### config.mk
export PLATFORM = sky130hd
export DESIGN_NAME = pcie_turnoff_init
export DESIGN_NICKNAME = d
export VERILOG_FILES = /design/src/rtl/pcie_turnoff_init_pkg.sv /design/src/rtl/pcie_turnoff_tmr.sv /design/src/rtl/pcie_turnoff_init.sv
export SDC_FILE = /design/constraint.sdc
export NUM_CORES = 1
export LEC_CHECK = 0
export ABC_AREA = 1
export CORE_ASPECT_RATIO = 0.5
export CORE_MARGIN = 2
export CORE_UTILIZATION = 30
export DETAILED_ROUTE_END_ITERATION = 10
export GPL_ROUTABILITY_DRIVEN = 0
export GPL_TIMING_DRIVEN = 1
export PLACE_DENSITY = 0.52
export SYNTH_ARGS = -nofsm -noshare
export SYNTH_HDL_FRONTEND = slang
export SYNTH_HIERARCHICAL = 1
export SYNTH_SLANG_ARGS = --single-unit
### constraint.sdc
create_clock -name clk -period 2.16 [get_ports clk]
set_clock_uncertainty 0.2 [all_clocks]
set_input_delay 0.54 -clock clk [delete_from_list [all_inputs] [get_ports clk]]
set_output_delay 0.54 -clock clk [all_outputs]
set_load 0.03 [all_outputs]
### src/rtl/pcie_turnoff_init_pkg.sv
// Shared message codes and turn-off FSM state encoding for the PME_Turn_Off initiator.
package pcie_turnoff_init_pkg;

    localparam logic [7:0] C_MSG_PME_TURN_OFF = 8'h19;
    localparam logic [7:0] C_MSG_PME_TO_ACK   = 8'h1B;

    typedef enum logic [2:0] {
        S_IDLE     = 3'd0,
        S_DRAIN    = 3'd1,
        S_SEND     = 3'd2,
        S_WAIT_ACK = 3'd3,
        S_DONE     = 3'd4,
        S_TMO      = 3'd5
    } turnoff_state_t;

endpackage

### src/rtl/pcie_turnoff_tmr.sv
// Clear/enable ack timeout counter; expire is high in the enabled cycle where the count reaches G_TMO_VAL-1.
module pcie_turnoff_tmr #(
    parameter int G_TMO_W   = 24,
    parameter int G_TMO_VAL = 10_000_000
) (
    input  logic clk,
    input  logic rst_n,
    input  logic clr,
    input  logic en,
    output logic expire
);

    logic [G_TMO_W-1:0] cnt;

    always_ff @(posedge clk) begin
        if (!rst_n) begin
            cnt <= '0;
        end else if (clr) begin
            cnt <= '0;
        end else if (en) begin
            cnt <= cnt + 1'b1;
        end
    end

    assign expire = en && (cnt == G_TMO_W'(G_TMO_VAL - 1));

endmodule

### src/rtl/pcie_turnoff_init.sv
// PME_Turn_Off initiator: drain non-posted TLPs, send PME_Turn_Off, collect PME_TO_Ack per link.
// Optional build macro PCIE_TURNOFF_RETRY_EN resends PME_Turn_Off up to G_RETRY times on timeout.
module pcie_turnoff_init
    import pcie_turnoff_init_pkg::*;
#(
    parameter int G_PORTS    = 1,
    parameter int G_NP_CNT_W = 6,
    parameter int G_TMO_W    = 24,
    parameter int G_TMO_VAL  = 10_000_000,
    parameter int G_RETRY    = 2
) (
    input  logic               clk,
    input  logic               rst_n,
    input  logic               pwr_off_req_i,
    input  logic [G_PORTS-1:0] port_en_i,
    input  logic               np_issue_i,
    input  logic               np_compl_i,
    output logic               block_np_o,
    output logic               msg_req_o,
    output logic [7:0]         msg_code_o,
    input  logic               msg_ack_i,
    input  logic [G_PORTS-1:0] pme_to_ack_i,
    output logic               busy_o,
    output logic               done_o,
    output logic               tmo_o
);

`ifdef PCIE_TURNOFF_RETRY_EN
    localparam bit RETRY_EN = 1'b1;
`else
    localparam bit RETRY_EN = 1'b0;
`endif
    localparam int RETRY_MAX = RETRY_EN ? G_RETRY : 0;
    localparam int RETRY_W   = $clog2(G_RETRY + 2);

    turnoff_state_t          state, nxt;
    logic [G_NP_CNT_W-1:0]   np_cnt;
    logic [G_PORTS-1:0]      en_q;
    logic [G_PORTS-1:0]      ack_vec;
    logic [G_PORTS-1:0]      ack_new;
    logic [RETRY_W-1:0]      retry_cnt;
    logic                    all_acked;
    logic                    tmr_expire;

    function automatic logic [G_NP_CNT_W-1:0] np_next(input logic [G_NP_CNT_W-1:0] c,
                                                     input logic inc, input logic dec);
        if (inc && !dec && (c != '1))
            return c + 1'b1;
        if (dec && !inc && (c != '0))
            return c - 1'b1;
        return c;
    endfunction

    pcie_turnoff_tmr #(
        .G_TMO_W   (G_TMO_W),
        .G_TMO_VAL (G_TMO_VAL)
    ) u_tmr (
        .clk    (clk),
        .rst_n  (rst_n),
        .clr    (state != S_WAIT_ACK),
        .en     (state == S_WAIT_ACK),
        .expire (tmr_expire)
    );

    assign ack_new   = ack_vec | (pme_to_ack_i & en_q);
    assign all_acked = (ack_new == en_q);

    always_comb begin
        nxt = state;
        case (state)
            S_IDLE:
                if (pwr_off_req_i) nxt = S_DRAIN;
            S_DRAIN:
                if (!pwr_off_req_i)   nxt = S_IDLE;
                else if (np_cnt == '0) nxt = S_SEND;
            S_SEND:
                if (msg_ack_i) nxt = (en_q == '0) ? S_DONE : S_WAIT_ACK;
            S_WAIT_ACK:
                // A completing ack beats both cancel and timer expiry.
                if (all_acked)          nxt = S_DONE;
                else if (!pwr_off_req_i) nxt = S_IDLE;
                else if (tmr_expire)
                    nxt = (int'(retry_cnt) < RETRY_MAX) ? S_SEND : S_TMO;
            S_DONE, S_TMO:
                if (!pwr_off_req_i) nxt = S_IDLE;
            default:
                nxt = S_IDLE;
        endcase
    end

    always_ff @(posedge clk) begin
        if (!rst_n) begin
            state      <= S_IDLE;
            np_cnt     <= '0;
            en_q       <= '0;
            ack_vec    <= '0;
            retry_cnt  <= '0;
            block_np_o <= 1'b0;
            msg_req_o  <= 1'b0;
            msg_code_o <= 8'h00;
            busy_o     <= 1'b0;
            done_o     <= 1'b0;
            tmo_o      <= 1'b0;
        end else begin
            state  <= nxt;
            np_cnt <= np_next(np_cnt, np_issue_i, np_compl_i);

            if (state == S_IDLE) begin
                retry_cnt <= '0;
                if (pwr_off_req_i) begin
                    en_q    <= port_en_i;
                    ack_vec <= '0;
                end
            end
            if (state == S_WAIT_ACK) begin
                ack_vec <= ack_new;
                if (nxt == S_SEND)
                    retry_cnt <= retry_cnt + 1'b1;
            end

            // Outputs are decoded from the next state so they are registered yet
            // line up with the state they describe; blocking covers the whole sequence.
            busy_o     <= (nxt != S_IDLE);
            block_np_o <= (nxt != S_IDLE);
            msg_req_o  <= (nxt == S_SEND);
            msg_code_o <= (nxt == S_SEND) ? C_MSG_PME_TURN_OFF : 8'h00;
            done_o     <= (nxt == S_DONE);
            tmo_o      <= (nxt == S_TMO);
        end
    end

endmodule

==> impl_results.md <==
* Min-Delay Endpoint: ack_vec$_SDFFE_PN0P_
* Max_cap viols at 0
* Drt via density at approximately 4.3
* Vias at 2105
* Number of global-route vias before repair at roughly 1.9k
* Reg clk slew, reported paths at around 0.06 ns
* Ys Warns at 6
* Routed wire length per instance at approximately 10 µm
* # rows at 22
* Crit path buf inv count at 1
* Post-synthesis mux area share at 0%
* Final Hold Fails at 0
* Critical Path Stages at 1
* Ys flop type: dfxtp_1
* Hold Crit Start: ack_vec$_SDFFE_PN0P_
* Syn Inst Count at 364
* Synthesized area at ~0.0024 mm²
* Post-synthesis xor/xnor area fraction at 2.20%
* RSZ-0062 raised after global routing: no
* Worst Reg2Reg Path Length in Cells at 10
* Final setup vio count at 0
* Placed cell areas at about 0.0026 mm²
* Final core occ at 37.6%
* Cell variety after synth at 35
* Reg2reg setup slack at around 0.26 ns
* Hpwl dp at 3800 µm
* Power per Cell Area at between 700 and 800 mW/mm²
* Mapped Avg Cell Area at 6.57 µm²
* TritonCTS clock tree: yes
* Top cells by count, synth: nand2_1, nor2_1, inv_1
* Adder-cell share of the synthesized area at between 2 and 2.5%
* Post-route antenna net violation count at 0
* Status: finished clean
* Final Worst Setup Slack at slightly above 0.09 ns
* Simple-gate portion of the synthesized area at a little over two fifths
* DRC at 0
* Async S/R FF share, synth at 0%
* Crit-path slowest cell: clkdlybuf4s50_1
* Root Driver: clkbuf_16
* Pre-antenna DRT Iters at 4
* Synthesis-to-layout area growth at 18.3%
* Die Ht at 67.1 µm
* Fin crit share at a little over nine tenths
* Sequential cell area fraction in the yosys report at 32.7%
* Hold crit path type: reg -> reg
* CTS Buf Count at 5
* Layout Nets at slightly below 400
* Inst Count DP at between 400 and 500
* 1st-iter DRT viols at ~130
* Worst Path Required at between 1 and 1.5 ns
* Hold-critical path depth at 2
* Count leader, synth: nand2_1
* GRT overflow at 0
* Post-route cell area at 0.00283 mm²
* I/O Pins at 21
* Initial Util at between 30% and 40%
* H-tree depth at 2
* Chip Width at 130 µm
* Worst path arrival time at between 1 and 1.5 ns
* CP endpoint kind: primary output
* Dpl ws at 0.131 ns
* Final WL at 4970 µm
* Clock Latency Late Sink at roughly 0.28 ns
* Leading area contributor after synthesis: dfxtp_1
* Pins Over Slew Limit at 0
* CTS Sinks at 39
* Largest net degree at the start of global routing at 24
* Core Region at 0.00751 mm²
* Ant diodes at 0
* CP Launch Type: register
* Buffer depth of the longest clock path at 2
* Compound-Gate Fraction of Synth Area at 9.31%
* Max VDD drop at approximately 0.31 mV
* Global-route wire length before repair at 8480 µm
* Post-layout minimum cycle time at 2.07 ns
* Number of synthesized flops with an enable pin at 0
* LEAKAGE at about 1.1 nW
* Total GRT Usage at roughly an eighth
* Largest cells by area after synthesis: dfxtp_1, nand2_1, nor2_1, inv_1, nand3_1
* I/O Buffers at 15
* Setup_tns at 0 ns
* Die ar. at 0.00874 mm²
* Launch point of the worst reg-to-reg path: u_tmr/cnt[0]$_SDFFE_PP0P_
* Cells along the critical path: clkdlybuf4s50_1
* Layout cells sized above 1 at 13.1%
* Largest stage delay, worst path at 0.69 ns
* Top fanout value on the critical path at 4
* Post-CTS Hold Buffers at 0
* Fmax at 0.483 GHz
* Non-filler cells in the finished layout at just under 500
* Largest family of logic cells by synthesized area: simple AND/OR/NAND/NOR gates
* Yosys reg bits at 39
* Top cell family by delay on the critical path: buffers and inverters
* Crit Path Category: reg -> out
* Hold Slack at between 0.2 and 0.3 ns
* Top cell type's share of synthesized area at roughly a third
* Reg2reg end: done_o$_SDFF_PN0_
* Total power at between 2 and 2.5 mW
* Initial antenna violation count at 0
==> how the worst max path moves through the flow <==
stage | start | end
after floorplan | state[2]$_SDFF_PN0_ | done_o$_SDFF_PN0_
after global placement | pwr_off_req_i | busy_o$_SDFF_PN0_
after detailed placement | pwr_off_req_i | busy_o$_SDFF_PN0_
after CTS | msg_code_o[3]$_SDFF_PN0_ | msg_code_o[4]
after global routing | u_tmr/cnt[0]$_SDFFE_PP0P_ | done_o$_SDFF_PN0_
final | msg_code_o[3]$_SDFF_PN0_ | msg_code_o[4]
==> area by class of cell <==
class	count	area, µm²
clock buffers	5	125
clock inverters	3	67.6
fillers	791	4690
inverters	47	176
multi-input cells	267	1350
flip-flops and latches	39	781
well taps	108	135
repair buffers	21	195
==> cells in the final DEF (no fill, tap or decap) <==
cell type        Yosys  final
a21oi_1             21     21
a31oi_1              1      1
and2_1               1      1
buf_4               10      6
bufinv_16            0      2
clkbuf_16            0      5
clkdlybuf4s50_1      0     15
clkinvlp_4           0      1
conb_1               1      5
dfxtp_1             39     39
ha_1                 4      3
ha_2                 0      1
inv_1               44     43
inv_2                3      4
nand2_1             84     84
nand2_2             11     11
nand2_4              2      2
nand3_1             29     29
nand3_2              2      2
nand3b_1             1      1
nand4_1              3      3
nand4_2              1      1
nor2_1              58     57
nor2_2               5      6
nor2_4               7      7
nor2_8               1      1
nor2b_1              1      1
nor3_1               3      3
nor3b_1              1      1
nor4_1               1      1
o21ai_0             15     15
o21ai_1              2      2
o21bai_1             1      1
o21bai_4             1      1
xnor2_1              2      2
xor2_1               4      4
==> flip-flops by register name, summed over array words and instances (netlist names) <==
| register | flops |
|---|---|
| done_o | 1 |
| msg_code_o | 1 |
| np_cnt | 6 |
| tmo_o | 1 |
| en_q | 1 |
| ack_vec | 1 |
| u_tmr/cnt | 24 |
| busy_o | 1 |
| state | 3 |
==> logic make-up after synthesis <==
| family | count (synthesis) |
|---|---|
| XOR/XNOR | 6 |
| other | 1 |
| AO/OA/AOI/OAI | 41 |
| flip-flops | 39 |
| adder cells (fa/ha/maj) | 4 |
| AND/OR/NAND/NOR | 211 |
| buffers and inverters | 62 |
==> power breakdown <==
| group | leakage [nW] | internal (mW) | switching, mW |
|---|---|---|---|
| clock network | 0.0900 | 0.662 | 0.300 |
| registers | 0.316 | 0.749 | 0.0373 |
| logic | 0.721 | 0.124 | 0.179 |
==> metal layers <==
layer | up-vias | part of all wire [%] | global-route usage (%)
li1 | 1159 | - | -
met1 | 921 | 51 | 15.8
met2 | 23 | 45 | 21.0
met3 | 2 | 3.3 | 2.89
met4 | 0 | 0.58 | 2.82
met5 | - | 0 | 0
==> what timing repair did <==
action	in CTS	in global routing
endpoints found under the setup margin	0	5
resized for setup	0	3
buffers inserted	0	0
Note: power is estimated with default switching activity, not from simulation.
